--- src/rtl/sat_counter.sv ---
// Saturating up-counter with synchronous clear.
// Clear takes priority over increment on the same edge.
module sat_counter #(
   parameter int WIDTH = 8
) (
   input  logic             clk,
   input  logic             reset_n,
   input  logic             inc,
   input  logic             clr,
   output logic [WIDTH-1:0] count
);

   logic [WIDTH-1:0] count_q;
   logic [WIDTH-1:0] count_d;

   // Next count: clear, saturating increment, or hold.
   always_comb begin
      count_d = count_q;
      if (clr) begin
         count_d = '0;
      end else if (inc && (count_q != '1)) begin
         count_d = count_q + WIDTH'(1);
      end
   end

   // Count register with synchronous active-low reset.
   always_ff @(posedge clk) begin
      if (!reset_n) begin
         count_q <= '0;
      end else begin
         count_q <= count_d;
      end
   end

   assign count = count_q;

endmodule

--- config.mk ---
export PLATFORM = sky130hd
export DESIGN_NAME = sat_counter
export DESIGN_NICKNAME = d
export VERILOG_FILES = /design/src/rtl/sat_counter.sv
export SDC_FILE = /design/constraint.sdc
export NUM_CORES = 1
export LEC_CHECK = 0
export ABC_CLOCK_PERIOD_IN_PS = 1500
export BUFFER_PORTS_ARGS = -buffer_cell sky130_fd_sc_hd__buf_2
export CORE_AREA = 2 2 39 41
export DETAILED_ROUTE_END_ITERATION = 12
export DIE_AREA = 0 0 41 43
export REMOVE_ABC_BUFFERS = 1
export SLEW_MARGIN = 20
export SYNTH_ARGS = -nofsm -noshare
export SYNTH_HDL_FRONTEND = slang
export SYNTH_SLANG_ARGS = --single-unit
--- constraint.sdc ---
create_clock -name clk -period 1.5 [get_ports clk]
set_input_delay 0.15 -clock clk [delete_from_list [all_inputs] [get_ports clk]]
set_output_delay 0.15 -clock clk [all_outputs]
set_load 0.01 [all_outputs]
==> summary.txt <==
Layout
  • Fillers: 155
  • NumNets Final: 68
  • Share of layout cells above drive strength 1: 0.311
  • Ant. Diodes: 0
  • Max reg flops: 8
  • Register area: 160 µm²
  • Area grow syn2layout: 24.9%
  • Area occupied by multi-input gates: 262 µm²

Clocking
  • # hold bufs at CTS: 0
  • Clock transition at the registers of the reported paths: 60 ps
  • CTS tree: done
  • Clk sinks: 8
  • Gates resized, CTS repair: 0
  • Clock Latency Late Sink: 260 ps
  • CTS Buffer Depth: 2
  • CTS H-tree depth: 1
  • CTS Root Cell: clkbuf_4
  • Cts bufs inserted: 3
  • Postcts setup bufs: 0

Critical path
  • Critical path data required time: 1690 ps
  • Crit path launch: count[0]$_SDFFE_PP0P_
  • WS Path Type: flop to flop
  • Critical R2R Launch: count[0]$_SDFFE_PP0P_
  • R2r endpoint: count[5]$_SDFFE_PP0P_
  • CP arrival: 1530 ps
  • WP buf/inv: 0
  • Crit-path leading delay family: flip-flops
  • CP Cell Sequence: ha_1, and4_4, a211oi_2, mux2i_1
  • Worst setup EP type: flop
  • Worst Setup Start Kind: flop
  • WP depth: 4
  • Worst Setup EP: count[5]$_SDFFE_PP0P_
  • Reg2reg path depth: 4
  • Crit path max fanout: 6
  • CP max stage cell: dfxtp_1
  • Worst path max stage delay: 350 ps
  • R2R Setup Slk: 160 ps

STA
  • Upper clock frequency limit: 0.744 GHz
  • Final Hold Vio Count: 0
  • Tcrit/Tclk final: 0.896
  • Layout Skew: 5.16 ps
  • RSZ-0062 raised after global routing: false
  • Slew @ Worst Pin: 499 ps
  • Max-slew violations: 0
  • Slew margin rel.: 0.667
  • Final min period: 1340 ps
  • Setup Viol. Count Final: 0
  • Final hold slack: 199 ps
  • Fin Setup TNS: 0 ps

GRT
  • First-pass GRT wire length: 1420 µm
  • Gr ovfl total: 0
  • Total global-route track usage: 0.123
  • Number of global-route vias before repair: 350
  • Largest net degree at the start of global routing: 9
  • Antenna violations before repair: 0

Synthesis
  • #FFs+latches synth: 8
  • Leading area contributor after synthesis: dfxtp_1
  • Average cell area after synthesis: 9.17 µm²
  • Synth Instances: 46
  • EDFF count, synth: 0
  • Fraction of registers with async set/reset: 0
  • Most common library cells after synthesis: dfxtp_1, a21oi_1, nand2_1
  • Synth area leaders: dfxtp_1, and4_1, mux2i_1, a21oi_1, nand2_1
  • Top-area cell type share of the netlist area: 0.380
  • Count leader, synth: dfxtp_1
  • YS warnings: 0
  • Top_reg_cell synth: dfxtp_1
  • Netlist Area Pre-Place: 422 µm²
  • Yosys cell types: 19
  • Sequential area share after synthesis: 0.380

Pwr
  • Internal power: 0.317 mW
  • PwrDens: 776 mW/mm²
  • Switching Power: 0.0922 mW
  • Switch share: 0.226
  • Clock power share: 0.417
  • Comb power frac: 0.052
  • Peak supply drop: 0.215 mV
  • Sequential power share: 0.531
  • Leakage: 0.229 nW

Worst hold path
  • Hold crit path type: primary input to flop
  • Min-Delay Startpoint: reset_n

Die
  • DIE AREA: 0.00176 mm²
  • Initial Utilization: 0.305
  • Core Rows: 14
  • I/O pin count: 12
  • Die height: 43 µm
  • Core box area: 0.00138 mm²
  • Die Width: 41 µm

Flow run
  • Max-Cap Viols: 0

Detailed routing
  • Drt first pass iters: 4
  • ANT nets after route: 0
  • Drt drc: 0
  • Via Count: 408
  • Vias per cell: 5.30
  • WL/cell: 11.2 µm
  • Iter 0 DRT Violations: 6
  • Overall routed net length: 866 µm

Status
  • Outcome: complete, no violations

Place
  • HPWL Detailed: 657 µm
  • Port Buffer Count: 11
  • Gp weighted congestion: 0.662
[worst reg2reg max path: stages (launching register included)]
cell and delay [ps]:
dfxtp_1 350, ha_1 260, and4_4 230, a211oi_2 230
mux2i_1 200
[cell families (layout without fill, tap and decap cells)]
group                      after synthesis  in the layout  synth area share
AOI/OAI and AO/OA                       12             12             0.190
buffers and inverters                    0             15                 0
adders and majority gates                1              1            0.0297
muxes                                    3              3            0.0712
DFF                                      8              8             0.380
and+or+nand+nor                         22             22             0.329
[stage by stage]
stage | cell area, µm² | power (mW) | worst slack [ps] | utilization | instances
6_report | 527 | 0.409 | 156 | 0.381 | 77
4_1_cts | 527 | 0.410 | 149 | 0.381 | 77
3_3_place_gp | 504 | 0.243 | 235 | 0.364 | 74
3_5_place_dp | 504 | 0.243 | 200 | 0.364 | 74
5_1_grt | 527 | 0.421 | 97.4 | 0.381 | 77
2_1_floorplan | 422 | 0.233 | 219 | - | 46
[cell usage in the layout, fill, tap and decap left out]
master    synthesis  layout
buf_2             0      11
dfxtp_1           8       8
a21oi_1           5       5
nand2_1           5       5
and4_1            4       4
nand2b_1          3       3
nor2b_1           3       3
mux2i_1           3       3
clkbuf_4          0       3
a31oi_1           2       2
nor3_1            2       2
o21ai_0           2       2
and3_1            1       1
nand3_1           1       1
and4_4            1       1
a21boi_2          1       1
nand4_1           1       1
a211oi_2          1       1
nor2b_2           1       1
a311oi_1          1       1
ha_1              1       1
buf_4             0       1
[worst min path at each step]
| stage | cells after the start | to |
|---|---|---|
| after floorplan | 2 | count[7]$_SDFFE_PP0P_ |
| after global placement | 3 | count[7]$_SDFFE_PP0P_ |
| after detailed placement | 3 | count[7]$_SDFFE_PP0P_ |
| after CTS | 3 | count[7]$_SDFFE_PP0P_ |
| after global routing | 3 | count[7]$_SDFFE_PP0P_ |
| final | 3 | count[7]$_SDFFE_PP0P_ |
[area by class of cell]
cell class / count / share of cell area
timing repair buffer: 12 / 0.119
clock buffer: 3 / 0.0428
sequential: 8 / 0.304
tap: 16 / 0.0380
multi-input combinational: 38 / 0.496
[layer usage]
layer	track usage	part of all wire	vias to the layer above
li1	-	-	211
met1	0.148	0.46	180
met2	0.172	0.45	12
met3	0.0157	0.039	5
met4	0.120	0.044	0
met5	0	0	-
[power by group through the flow]
stage | Combinational [mW] | Sequential, mW | Clock, mW
final | 0.0214 | 0.217 | 0.170
after detailed placement | 0.0218 | 0.222 | 0
after global placement | 0.0220 | 0.221 | 0
after floorplan | 0.0115 | 0.222 | 0
after global routing | 0.0239 | 0.217 | 0.179
after CTS | 0.0219 | 0.217 | 0.172
Power figures use the tool's default switching activity.
